File: config.mk
export PLATFORM = sky130hd
export DESIGN_NAME = adc_spi_responder
export DESIGN_NICKNAME = d
export VERILOG_FILES = /design/src/rtl/a2d_spi_pkg.sv /design/src/rtl/spi_edge_sync.sv /design/src/rtl/adc_spi_responder.sv
export SDC_FILE = /design/constraint.sdc
export NUM_CORES = 1
export LEC_CHECK = 0
export ABC_AREA = 1
export CORE_UTILIZATION = 46
export CTS_BUF_LIST = sky130_fd_sc_hd__clkbuf_16
export CTS_CLUSTER_DIAMETER = 30
export DETAILED_ROUTE_END_ITERATION = 16
export GPL_ROUTABILITY_DRIVEN = 0
export PLACE_DENSITY_LB_ADDON = 0.1
export SETUP_SLACK_MARGIN = 0.2
export SLEW_MARGIN = 15
export SYNTH_ARGS = -nofsm -noshare
export SYNTH_HDL_FRONTEND = slang
export SYNTH_SLANG_ARGS = --single-unit
File: constraint.sdc
create_clock -name clk -period 2.2 [get_ports clk]
set_input_delay 0.44 -clock clk [delete_from_list [all_inputs] [get_ports clk]]
set_output_delay 0.44 -clock clk [all_outputs]
set_load 0.05 [all_outputs]
File: src/rtl/a2d_spi_pkg.sv
// Shared constants and types for the A2D SPI responder.
// Holds frame/data widths, the position of the channel field in a command
// word, and the responder FSM state type.
package a2d_spi_pkg;

  localparam int unsigned NUM_CH       = 8;
  localparam int unsigned DATA_W       = 12;
  localparam int unsigned FRAME_W      = 16;
  localparam int unsigned CH_FIELD_MSB = 13;
  localparam int unsigned CH_FIELD_LSB = 11;
  // Wide enough to hold the saturation value FRAME_W + 1.
  localparam int unsigned CNT_W        = 5;

  typedef enum logic {IDLE, SHIFT} spi_resp_state_t;

endpackage

File: src/rtl/spi_edge_sync.sv
// Two-flop synchronizer plus a history flop for one asynchronous SPI pin.
// Ports:
//   clk, rst  system clock, synchronous active-high reset
//   d_i       asynchronous pin input
//   level_o   synchronized level
//   rise_o    1-clk pulse on a synchronized 0->1 transition
//   fall_o    1-clk pulse on a synchronized 1->0 transition
module spi_edge_sync #(
  parameter logic RstVal = 1'b0
) (
  input  logic clk,
  input  logic rst,
  input  logic d_i,
  output logic level_o,
  output logic rise_o,
  output logic fall_o
);

  logic sync1_q, sync2_q, hist_q;

  always_ff @(posedge clk) begin
    if (rst) begin
      sync1_q <= RstVal;
      sync2_q <= RstVal;
      hist_q  <= RstVal;
    end else begin
      sync1_q <= d_i;
      sync2_q <= sync1_q;
      hist_q  <= sync2_q;
    end
  end

  assign level_o = sync2_q;
  assign rise_o  = sync2_q & ~hist_q;
  assign fall_o  = ~sync2_q & hist_q;

endmodule

File: src/rtl/adc_spi_responder.sv
// SPI responder emulating an 8-channel, 12-bit A2D converter.
// Each 16-bit frame shifts in a command on MOSI and shifts out, on MISO, the
// conversion for the channel captured from the previous complete command.
// Ports:
//   clk, rst   system clock, synchronous active-high reset
//   SS_n       slave select (active low, async)
//   SCLK       SPI clock (idles high, async)
//   MOSI       command bits, MSB first
//   MISO       response bits, MSB first; 1 while idle
//   chan_val   packed channel values, ch n at [n*12 +: 12]
//   last_chnl  channel field of the last complete command
//   cmd_data   last complete command word
//   cmd_vld    1-clk pulse when a complete frame closes
//   frame_err  1-clk pulse when a frame closes with the wrong bit count
module adc_spi_responder
  import a2d_spi_pkg::*;
(
  input  logic                     clk,
  input  logic                     rst,
  input  logic                     SS_n,
  input  logic                     SCLK,
  input  logic                     MOSI,
  output logic                     MISO,
  input  logic [NUM_CH*DATA_W-1:0] chan_val,
  output logic [2:0]               last_chnl,
  output logic [FRAME_W-1:0]       cmd_data,
  output logic                     cmd_vld,
  output logic                     frame_err
);

  localparam logic [CNT_W-1:0] CntFull = CNT_W'(FRAME_W);
  localparam logic [CNT_W-1:0] CntSat  = CNT_W'(FRAME_W + 1);

  logic ss_lvl, ss_rise, ss_fall;
  logic sclk_lvl, sclk_rise, sclk_fall;
  logic mosi_lvl, mosi_rise, mosi_fall;
  logic unused_edges;

  spi_edge_sync #(.RstVal(1'b1)) u_ss_sync (
    .clk    (clk),
    .rst    (rst),
    .d_i    (SS_n),
    .level_o(ss_lvl),
    .rise_o (ss_rise),
    .fall_o (ss_fall)
  );

  spi_edge_sync #(.RstVal(1'b1)) u_sclk_sync (
    .clk    (clk),
    .rst    (rst),
    .d_i    (SCLK),
    .level_o(sclk_lvl),
    .rise_o (sclk_rise),
    .fall_o (sclk_fall)
  );

  spi_edge_sync #(.RstVal(1'b0)) u_mosi_sync (
    .clk    (clk),
    .rst    (rst),
    .d_i    (MOSI),
    .level_o(mosi_lvl),
    .rise_o (mosi_rise),
    .fall_o (mosi_fall)
  );

  assign unused_edges = ^{sclk_lvl, mosi_rise, mosi_fall};

  spi_resp_state_t     state_q, state_d;
  logic [CNT_W-1:0]    bit_cnt_q, bit_cnt_d;
  logic [FRAME_W-1:0]  tx_q, tx_d;
  logic [FRAME_W-1:0]  rx_q, rx_d;
  logic [2:0]          last_chnl_q, last_chnl_d;
  logic [FRAME_W-1:0]  cmd_data_q, cmd_data_d;
  logic                cmd_vld_q, cmd_vld_d;
  logic                frame_err_q, frame_err_d;
  logic                armed_q, armed_d;
  logic [1:0]          warm_q, warm_d;
  logic [DATA_W-1:0]   ch_sel;

  assign ch_sel = chan_val[last_chnl_q*DATA_W +: DATA_W];

  always_comb begin
    state_d     = state_q;
    bit_cnt_d   = bit_cnt_q;
    tx_d        = tx_q;
    rx_d        = rx_q;
    last_chnl_d = last_chnl_q;
    cmd_data_d  = cmd_data_q;
    cmd_vld_d   = 1'b0;
    frame_err_d = 1'b0;

    // The sync flops come out of reset holding 1, so SS_n only counts as seen
    // high once the pipeline has been refilled from the pin.
    warm_d  = (warm_q == 2'd3) ? warm_q : warm_q + 2'd1;
    armed_d = armed_q | ((warm_q == 2'd3) & ss_lvl);

    case (state_q)
      IDLE: begin
        if (ss_fall && armed_q) begin
          state_d   = SHIFT;
          tx_d      = {{(FRAME_W - DATA_W){1'b0}}, ch_sel};
          rx_d      = '0;
          bit_cnt_d = '0;
        end
      end
      SHIFT: begin
        if (sclk_rise) begin
          rx_d = {rx_q[FRAME_W-2:0], mosi_lvl};
          if (bit_cnt_q != CntSat) bit_cnt_d = bit_cnt_q + 1'b1;
        end
        // The leading fall before the first rise must not consume the MSB.
        if (sclk_fall && (bit_cnt_q != '0)) tx_d = {tx_q[FRAME_W-2:0], 1'b0};
        // Close on the post-rise values so a coincident last rise still counts.
        if (ss_rise) begin
          state_d = IDLE;
          if (bit_cnt_d == CntFull) begin
            cmd_data_d  = rx_d;
            last_chnl_d = rx_d[CH_FIELD_MSB:CH_FIELD_LSB];
            cmd_vld_d   = 1'b1;
          end else begin
            frame_err_d = 1'b1;
          end
        end
      end
      default: state_d = IDLE;
    endcase
  end

  always_ff @(posedge clk) begin
    if (rst) begin
      state_q     <= IDLE;
      bit_cnt_q   <= '0;
      tx_q        <= '0;
      rx_q        <= '0;
      last_chnl_q <= '0;
      cmd_data_q  <= '0;
      cmd_vld_q   <= 1'b0;
      frame_err_q <= 1'b0;
      armed_q     <= 1'b0;
      warm_q      <= '0;
    end else begin
      state_q     <= state_d;
      bit_cnt_q   <= bit_cnt_d;
      tx_q        <= tx_d;
      rx_q        <= rx_d;
      last_chnl_q <= last_chnl_d;
      cmd_data_q  <= cmd_data_d;
      cmd_vld_q   <= cmd_vld_d;
      frame_err_q <= frame_err_d;
      armed_q     <= armed_d;
      warm_q      <= warm_d;
    end
  end

  assign MISO      = (state_q == SHIFT) ? tx_q[FRAME_W-1] : 1'b1;
  assign last_chnl = last_chnl_q;
  assign cmd_data  = cmd_data_q;
  assign cmd_vld   = cmd_vld_q;
  assign frame_err = frame_err_q;

endmodule

==> impl_metrics.json <==
{
  "status": "complete, no violations",
  "grtUsageTotal": 0.268,
  "grt_overflow": 0,
  "drt-vias-per-instance": 5.21,
  "reg2regPathDepth": 12,
  "final_cell_count_no_fill": 818,
  "min_delay_path_depth": 1,
  "drive_gt1_frac": 0.0936,
  "worst-path-buf-inv": 1,
  "io_buffers": 122,
  "min_period_ns": 1.92,
  "ys_ff_latch": 67,
  "fin_util": 0.693,
  "crit_chain": "clkdlybuf4s50_1",
  "skew_ns": 0.00585,
  "hp-start": "u_sclk_sync.sync1_q",
  "syn-num-nets": 709,
  "slowest_stage": "clkdlybuf4s50_1",
  "area_growth_pct": 44.4,
  "hold_buffers": 0,
  "fin_ws_ns": 0.281,
  "drc_errors": 0,
  "fmax_mhz": 521,
  "r2r-end": "cmd_data[9]",
  "htreeDepth": 3,
  "tritoncts": "done",
  "clockBufferDepth": 2,
  "io_pins": 123,
  "drt_iter0_drc": 279,
  "fin_area_um2": 5410,
  "dp_hpwl_um": 7750,
  "cp_max_fo": 2,
  "crit_family": "buffers and inverters",
  "num_antenna_cells": 0,
  "die_height_um": 92.2,
  "die_area_um2": 8510,
  "crit_path_end_kind": "primary output",
  "rows": 32,
  "clock-sinks": 67,
  "placed_cells": 797,
  "cts_buffers": 9,
  "max_stage_delay_ns": 0.82,
  "ant_nets": 0,
  "wirelength_um": 11500,
  "period_share": 0.872,
  "setup.worst_path.start_class": "flop",
  "rsz0062_at_grt": "no",
  "drv_cap": 0,
  "start_util": 0.480,
  "maxSlewHeadroom": 0.554,
  "grt_pass1_vias": 3945,
  "ctsRootBufferMaster": "clkbuf_16",
  "required_ns": 1.76,
  "antenna_found_initial": 0,
  "fin_setup_tns_ns": 0,
  "ys_seq_area_frac": 0.358,
  "mostFrequentLayoutCell": "nand2_1",
  "die_w_um": 92.2,
  "reg2reg_from": "bit_cnt_q[0]",
  "clock_latency_ns": 0.33,
  "layout.nets": 817,
  "synth_warnings": 0,
  "syn_inst": 604,
  "n_fill_cell": 698,
  "clk_transition_reported_paths_ns": 0.05,
  "most-common-layout-cells": "nand2_1, clkdlybuf4s50_1, nor2_1",
  "vias": 4258,
  "dp_slack_ns": 0.273,
  "vdd_drop_max_v": 0.000605,
  "powerDensity_nw_per_um2": 564,
  "setup_viol": 0,
  "core_area_um2": 7810,
  "syn_area_per_cell_um2": 6.20,
  "post_drt_wl_per_cell_um": 14.0,
  "place_area_um2": 4990,
  "hold_viol_final": 0,
  "grt_first_pass_wirelength_um": 18300,
  "slew_viol_final": 0,
  "syn-cell-area_um2": 3740,
  "grt_max_degree": 51,
  "startpoint": "cmd_data[0]",
  "critPathArrivalTime_ns": 1.48,
  "crit_type": "reg -> out",
  "synth_cell_types": 29,
  "drt_pass1_iterations": 4,
  "hp-class": "reg -> reg",
  "hold_end": "u_sclk_sync.level_o",
  "rrSetupSlack_ns": 0.29,
  "p_leak_nw": 2.32,
  "worstMarginPinSlew_ns": 0.669
}
==> synthesized netlist by cell type, drive strengths merged <==
cell	n	area [um2]
nand2	181	684
nor2	115	458
nor3	3	31.3
nand4	3	18.8
a21oi	38	190
ha	4	50.1
or2	5	31.3
clkbuf	22	82.6
inv	40	150
xor2	1	8.76
o211ai	2	15.0
nand3	26	148
o21ai	53	265
dfxtp	67	1340
buf	18	106
o21bai	1	7.51
o22ai	25	156
==> metrics by stage <==
stage | hold WS (ns) | power (mW)
finish | 0.408 | 3.05
detailed placement | 0.399 | 1.59
floorplan | 0.388 | 1.38
global route | 0.428 | 3.14
CTS | 0.412 | 3.06
global placement | 0.391 | 1.58
==> final cells by class <==
class,instances,area [um2],share of cell area
Clock inverter,6,81.3,0.0150
Inverter,40,150,0.0278
Sequential cell,67,1350,0.249
Clock buffer,9,225,0.0416
Multi-Input combinational cell,460,2130,0.395
Tap cell,102,128,0.0236
Timing Repair Buffer,134,1340,0.248
==> repair_timing <==
item / CTS / global route
gates resized for setup: 0 / 15
buffers inserted: 0 / 3
endpoints found under the setup margin: 0 / 17
==> routing by layer <==
layer  global-route usage  up-vias  part of all wire
met5                    0        -                 0
met4                0.108        0             0.030
met3               0.0531       29             0.049
met2                0.458      120              0.48
met1                0.329     1958              0.44
li1                     -     2151                 -
==> sequential cells by signal, indices dropped and copies added (netlist names), 2 cells and up <==
| register | flops |
|---|---|
| last_chnl | 2 |
| warm_q | 2 |
| cmd_data | 14 |
| rx_q | 16 |
| bit_cnt_q | 5 |
| tx_q | 16 |
==> power by group <==
part           internal, mW  switching (mW)  leakage (nW)  total [mW]
combinational         0.205           0.120          1.63       0.325
clock                 0.976           0.503         0.149        1.48
sequential             1.24          0.0128         0.543        1.25
total                  2.42           0.636          2.32        3.05
==> cell families after synthesis <==
logic type / count (synthesis) / share of synthesized area
fa+ha+maj: 4 / 0.0134
buf+inv: 80 / 0.0905
xor+xnor: 1 / 0.00234
compound gates: 119 / 0.169
flops: 67 / 0.358
simple gates: 333 / 0.366
==> how the worst max path moves through the flow <==
stage                              end  cells past startpoint
after floorplan                tx_q[0]                      6
after global placement    cmd_data[14]                     13
after detailed placement   cmd_data[7]                     13
after CTS                  cmd_data[7]                     11
after global routing       cmd_data[9]                     15
final                      cmd_data[0]                      1
(Power assumes the default switching activity.)
